==> src/rtl/montgomery_digit_serial.sv <==
// Digit-serial Montgomery multiplier, result = x*y*2^(-DIGIT_W*n) mod m. Optional operand check: MONT_OPERAND_CHECK_EN.
// Latency n+2 cycles from accept to valid_o. start_i is ignored while busy_o=1 and can be accepted again in the valid_o cycle.
module montgomery_digit_serial #(
    parameter int DATA_LENGTH = 64,
    parameter int DIGIT_W     = 4
) (
    input  logic                   CLK_pci_sys_clk_p,
    input  logic                   rst_i,
    input  logic                   start_i,
    input  logic [DATA_LENGTH-1:0] x_i,
    input  logic [DATA_LENGTH-1:0] y_i,
    input  logic [DATA_LENGTH-1:0] m_i,
    input  logic [DATA_LENGTH-1:0] m_bl_i,
    input  logic [DIGIT_W-1:0]     m_prime_i,
    output logic                   busy_o,
    output logic [DATA_LENGTH-1:0] result_o,
    output logic                   valid_o,
    output logic                   error_o
);
    localparam int TW = DATA_LENGTH + DIGIT_W + 1;
    localparam int SW = DATA_LENGTH + DIGIT_W + 2;
    localparam int NW = $clog2(DATA_LENGTH + 1) + 1;
    localparam logic [DATA_LENGTH-1:0] DL_V = DATA_LENGTH'(DATA_LENGTH);

    typedef enum logic [1:0] {IDLE, ITER, REDUCE, DONE} state_t;
    state_t state, state_nxt;

    logic [DATA_LENGTH-1:0] x_q, y_q, m_q, result_q;
    logic [DIGIT_W-1:0]     mp_q;
    logic [NW-1:0]          n_q, cnt_q;
    logic [TW-1:0]          t_q;
    logic                   err_q;

    logic                   idle_like, accept, bad_ops, last_digit;
    logic [NW-1:0]          bl_eff, bl_sum, n_calc;
    logic [DIGIT_W-1:0]     xd, q_pre, q;
    logic [SW-1:0]          xy, qm, sum;
    logic [TW-1:0]          t_nxt, t_red;

`ifdef MONT_OPERAND_CHECK_EN
    assign bad_ops = ~m_i[0] | (x_i >= m_i) | (y_i >= m_i);
`else
    assign bad_ops = 1'b0;
`endif

    // Zero or oversized bit length falls back to the full operand width
    assign bl_eff = (m_bl_i == '0 || m_bl_i > DL_V) ? NW'(DATA_LENGTH) : m_bl_i[NW-1:0];
    assign bl_sum = bl_eff + NW'(DIGIT_W - 1);
    assign n_calc = bl_sum / NW'(DIGIT_W);

    assign idle_like  = (state == IDLE) || (state == DONE);
    assign accept     = start_i && idle_like;
    assign last_digit = (cnt_q == n_q - NW'(1));

    // One Montgomery digit step; q makes the low DIGIT_W bits of the sum vanish
    assign xd    = x_q[DIGIT_W-1:0];
    assign q_pre = t_q[DIGIT_W-1:0] + xd * y_q[DIGIT_W-1:0];
    assign q     = q_pre * mp_q;
    assign xy    = SW'(xd) * SW'(y_q);
    assign qm    = SW'(q) * SW'(m_q);
    assign sum   = SW'(t_q) + xy + qm;
    assign t_nxt = TW'(sum >> DIGIT_W);
    assign t_red = (t_q >= TW'(m_q)) ? t_q - TW'(m_q) : t_q;

    always_ff @(posedge CLK_pci_sys_clk_p or posedge rst_i) begin
        if (rst_i) state <= IDLE;
        else       state <= state_nxt;
    end

    always_comb begin
        state_nxt = state;
        case (state)
            IDLE, DONE: state_nxt = (accept && !bad_ops) ? ITER : IDLE;
            ITER:       if (last_digit) state_nxt = REDUCE;
            REDUCE:     state_nxt = DONE;
            default:    state_nxt = IDLE;
        endcase
    end

    always_ff @(posedge CLK_pci_sys_clk_p or posedge rst_i) begin
        if (rst_i) begin
            x_q      <= '0;
            y_q      <= '0;
            m_q      <= '0;
            mp_q     <= '0;
            n_q      <= '0;
            cnt_q    <= '0;
            t_q      <= '0;
            result_q <= '0;
            err_q    <= 1'b0;
        end else begin
            err_q <= accept && bad_ops;
            if (accept && !bad_ops) begin
                x_q   <= x_i;
                y_q   <= y_i;
                m_q   <= m_i;
                mp_q  <= m_prime_i;
                n_q   <= n_calc;
                cnt_q <= '0;
                t_q   <= '0;
            end else if (state == ITER) begin
                t_q   <= t_nxt;
                x_q   <= x_q >> DIGIT_W;
                cnt_q <= cnt_q + NW'(1);
            end else if (state == REDUCE) begin
                result_q <= DATA_LENGTH'(t_red);
            end
        end
    end

    assign busy_o   = (state == ITER) || (state == REDUCE);
    assign valid_o  = (state == DONE);
    assign result_o = result_q;
    assign error_o  = err_q;
endmodule
==> config.mk <==
export PLATFORM = sky130hd
export DESIGN_NAME = montgomery_digit_serial
export DESIGN_NICKNAME = d
export VERILOG_FILES = /design/src/rtl/montgomery_digit_serial.sv
export SDC_FILE = /design/constraint.sdc
export NUM_CORES = 2
export LEC_CHECK = 0
export ABC_CLOCK_PERIOD_IN_PS = 12200
export BUFFER_PORTS_ARGS = -buffer_cell sky130_fd_sc_hd__buf_2
export CAP_MARGIN = 15
export CORE_MARGIN = 2
export CORE_UTILIZATION = 25
export DETAILED_ROUTE_END_ITERATION = 6
export PLACE_DENSITY = 0.48
export SETUP_SLACK_MARGIN = 0.15
export SYNTH_ARGS = -nofsm -noshare
export SYNTH_HDL_FRONTEND = slang
export SYNTH_SLANG_ARGS = --single-unit
==> constraint.sdc <==
create_clock -name CLK_pci_sys_clk_p -period 12.2 [get_ports CLK_pci_sys_clk_p]
set_input_delay 0.61 -clock CLK_pci_sys_clk_p [delete_from_list [all_inputs] [get_ports CLK_pci_sys_clk_p]]
set_output_delay 0.61 -clock CLK_pci_sys_clk_p [all_outputs]
set_load 0.005 [all_outputs]
## Word level (Yosys, flattened, before mapping)

Index checks and enable logic that the tools add are counted.

- Flip-flop bits (word level): 345
- Logic and storage cells: 49

- Add/subtract/negate cells: 7
- Multiply operators: 4
- $lt $le $gt $ge: 2
- Equality and inequality tests: 5
- Multiplexer cells: 11
- Bitwise logic cells: 2
- Reductions and logical operators: 9

Operators with widths:

| cell | number |
|---|---|
| 64-bit two-way mux | 3 |
| 69-bit two-way mux | 2 |
| 4-bit by 64-bit multiplier with 68-bit output | 2 |
| 69-bit by 68-bit adder with 70-bit output | 1 |
| 70-bit by 68-bit adder with 70-bit output | 1 |
| 69-bit by 64-bit greater-or-equal comparator with 1-bit output | 1 |
| 64-bit by 7-bit > comparator with 1-bit output (second input constant) | 1 |
| 64-bit zero test | 1 |
| 64-bit subtractor | 1 |
| 8-bit two-way mux | 3 |
| 8-bit by 1-bit adder with 8-bit output (second input constant) | 1 |
| 8-bit by 2-bit adder with 8-bit output (second input constant) | 1 |
| 8-bit == test | 1 |
| 4-bit by 4-bit multiplier with 4-bit output | 2 |
| 6-bit by 1-bit subtractor with 7-bit output (second input constant) | 1 |
| 2-bit one-hot mux with 3 select lines | 1 |
| 4-bit adder | 1 |
| 2-bit == test (second input constant) | 2 |
| 1-bit logical OR | 3 |
| 3-bit AND reduction | 1 |
| 2-bit by 1-bit == test with 1-bit output (second input constant) | 1 |
| 2-bit zero test | 1 |
| 2-bit two-way mux | 1 |
| 2-bit != test (second input constant) | 1 |
| other kinds (5) | 6 |

## Depth between registers and ports, before layout

- Word-level depth: 7
- Gate-level depth with buffers: 38
- Mapped depth without buffers: 34

## Worst setup path after synthesis

OpenSTA, ideal clock, no wires.

- Kind: flip-flop to flip-flop
- From: reg x_q[0]
- To: reg t_q[38]
- Arrival time: 8.921 ns
- Required time: 12.113 ns
- Slack: 3.192 ns
- Cell stages (with the launch flop): 37
- Buffers on the path: 3
- Path through: dfrtp_1 -> clkbuf_1 -> clkbuf_1 -> and2_1 -> ha_1 -> ha_1 -> inv_1 -> fa_1 -> fa_1 -> nor2b_1 -> ha_1 -> ha_1 -> xor2_1 -> xnor2_1 -> xnor2_1 -> xnor2_1 -> xnor2_1 -> clkbuf_1 -> nand2_1 -> fa_1 -> fa_1 -> inv_1 -> fa_1 -> inv_1 -> fa_1 -> inv_1 -> ha_1 -> nand4b_4 -> o32ai_4 -> a211oi_4 -> o311a_4 -> o31ai_4 -> a41oi_2 -> o2111ai_2 -> nand2_1 -> xor2_1 -> a211oi_2

- Longest elaborated chain between the ends: 7

Ends and longest elaborated chain:

| what | line | text |
|---|---|---|
| start: declaration | 28 | `logic [DATA_LENGTH-1:0] x_q, y_q, m_q, result_q;` |
| start signal: assignment | 94 | `x_q <= x_i;` |
| start signal: assignment | 103 | `x_q <= x_q >> DIGIT_W;` |
| 4-bit by 4-bit multiplier with 4-bit output | 57 | `assign q_pre = t_q[DIGIT_W-1:0] + xd * y_q[DIGIT_W-1:0];` |
| 4-bit adder | 57 |  |
| 4-bit by 4-bit multiplier with 4-bit output | 58 | `assign q = q_pre * mp_q;` |
| 4-bit by 64-bit multiplier with 68-bit output | 60 | `assign qm = SW'(q) * SW'(m_q);` |
| 70-bit by 68-bit adder with 70-bit output * | 61 | `assign sum = SW'(t_q) + xy + qm;` |
| 69-bit two-way mux * | 101 | `end else if (state == ITER) begin` |
| 69-bit two-way mux * | 93 | `if (accept && !bad_ops) begin` |
| end signal: assignment | 102 | `t_q <= t_nxt;` |
| end: declaration | 31 | `logic [TW-1:0] t_q;` |

Mark *: on every way between the ends. The rest lies on a longest branch, timed or not. The select of a mux whose other input is x is not followed.
A chain may end at the register's enable or synchronous reset.

## Final worst setup path

- From: reg x_q[1]
- To: reg t_q[64]

The elaborated chain is that of the path after synthesis.

==> impl_metrics.toml <==
[yosys]
ys_ff_latch = 342
synth_area_leaders = "fa_1 (24%), dfrtp_1 (23%), nand2_1 (8.9%)"
synth_nets = 5257
synth_area_um2 = 36600
netlist.area_leader.share = 0.244
synthFlopType = "dfrtp_1"
synth_edf_count = 0
synth_top_cell_by_area = "fa_1"
seq_area_frac_synth = 0.234
synthCells = 4392
synth_cell_types = 97
synth_warnings = 0
synth.avg_cell_area_um2 = 8.34
synthArstFlopShare = 1.00

[final_layout]
area_growth_pct = 14.3
drive_gt1_frac = 0.106
mostFrequentLayoutCells = "nand2_1 (863), inv_1 (814), fa_1 (446), dfrtp_1 (338), buf_2 (328)"
fillers = 15800
final_common_cell = "nand2_1"
fin_nets = 5472

[routing]
ant_nets = 0
vias = 30200
drt_pass1_iterations = 5
drc = 0
via_per_inst = 4.60
wl_per_cell_um = 19.1
drt-initial-drc-count = 1871
routed_wirelength_um = 125000

[sta]
setup_tns_ns = 0
setup_violations = 0
worst_slew_pin_slew_ns = 1.28
hold_violations = 0
fin_crit_ns = 10.19
slew_headroom = 0.142
max_freq_mhz = 98.1
finalClockSkew_ns = 0.0343
rsz0062_at_grt = "false"
min_period_over_period = 0.835
slew_violations = 0

[place]
place_congestion = 0.885
hpwl_um = 97900
portBuffers = 328

[grt]
grt_pass1_wl_um = 195000
grt_max_degree = 141
antenna_found_initial = 9
first_global_vias = 31900
overflow = 0
grtUsageTotal = 0.168

[floorplanning]
core_um2 = 146000
die_w_um = 387
fp.dieH_um = 387
rows = 140
dieArea_um2 = 150000
ios = 330
start_util = 0.252

[critical_path]
crit_type = "register to register"
cp_top_family = "adder cells"
cp-start-kind = "register"
worst_path_max_delay_cell = "buf_4"
crit_fanout = 64
arrival_ns = 10.72
worstSetupEndpointType = "register"
crit_path_frequent_cell = "fa_1"
crit_required_ns = 12.73
critical_path_buf_inv_count = 6
max_stage_delay_ns = 0.68

[cts]
cts_buffer_depth = 3
holdBufCountCts = 0
cts.sinks = 342
cts_htree_levels = 2
path_clk_slew_ns = 0.06
ctsResizeCount = 0
insertion_delay_ns = 0.66
cts_tree = "built"
cts_buffers = 49
root_buffer = "clkbuf_16"
postCtsSetupRepairBufs = 0

[run_status]
outcome = "completed"

[hold_path]
hold_path_class = "input pin to async pin"

[run]
max_cap_viol_count = 0
-- stage by stage --
stage | setup WS [ns] | area, um2 | std cells | utilization | hold WS [ns]
floorplan | 2.11 | 36600 | 4392 | - | 0.446
finish | 2.01 | 41900 | 6568 | 0.288 | 0.0678
global route | 1.40 | 41800 | 6562 | 0.287 | 0.135
global placement | 2.03 | 40100 | 6473 | 0.276 | 0.462
CTS | 1.89 | 41800 | 6561 | 0.287 | 0.0923
detailed placement | 1.97 | 40100 | 6473 | 0.276 | 0.474
-- layout make-up --
| type | count | area [um2] | share of cell area |
|---|---|---|---|
| clock buffer | 64 | 1350 | 0.0323 |
| timing repair buffer | 352 | 1850 | 0.0441 |
| inverter | 815 | 3070 | 0.0733 |
| tap | 1917 | 2400 | 0.0573 |
| clock inverter | 24 | 353 | 0.00843 |
| antenna | 7 | 17.5 | 0.000419 |
| multi-input combinational | 3047 | 24300 | 0.580 |
| sequential | 342 | 8560 | 0.205 |
-- synthesized netlist by cell type (9+ instances only) --
cell and number:
a21oi_1 184, nand3_1 52, xor2_1 45, xnor2_1 90, nor3_1 44, dfrtp_1 342, nor2_1 193, or3_1 11
nor4_1 22, mux2i_1 97, nor2b_1 12, nand2b_1 10, and2_1 207, o211ai_1 21, o21ai_0 234, buf_2 14
o31ai_1 9, nand2_1 864, o21a_1 16, a21o_1 44, a211oi_1 20, nand4_1 37, and3_1 24, fa_1 446
buf_1 15, clkbuf_1 144, inv_1 815, o21bai_1 25, buf_4 9, a31oi_1 60, ha_1 156
-- logic make-up after synthesis --
| kind of cell | count (synthesis) | share of synthesized area |
|---|---|---|
| multiplexers | 100 | 0.0274 |
| other | 1 | 0.000102 |
| XOR/XNOR | 135 | 0.0323 |
| AND/OR/NAND/NOR | 1513 | 0.185 |
| adder cells (fa/ha/maj) | 602 | 0.297 |
| flip-flops | 342 | 0.234 |
| buffers and inverters | 1003 | 0.106 |
| AO/OA/AOI/OAI | 696 | 0.119 |
-- sequential cells by signal, summed over array words and instances, names as in the netlist --
name / cells
y_q: 64
x_q: 64
state: 2
n_q: 6
result_o: 64
t_q: 66
m_q: 64
mp_q: 4
cnt_q: 8
-- path summary, 6_finish.rpt --
path,endpoint,slack [ns],from,cells past startpoint
max,t_q[64],2.01,x_q[1],34
min,x_q[13],0.07,rst_i,2
max reg2reg,t_q[64],2.01,x_q[1],34
min reg2reg,result_o[0],0.49,result_o[0],1
max in group asynchronous,y_q[34],9.91,rst_i,4
min in group CLK_pci_sys_clk_p,y_q[21],0.14,y_i[21],3
-- metal layers --
metal	part of all wire	global-route usage	vias to the layer above	routed length [um]
met2	0.45	0.269	863	56800
met5	0.00054	0	-	68
met4	0.030	0.0495	10	3730
li1	-	-	14200	-
met1	0.45	0.228	15000	57000
met3	0.062	0.0326	165	7710
Power is not shown: default switching activity piles up to over one toggle a cycle in this logic, so the estimate is an artifact.
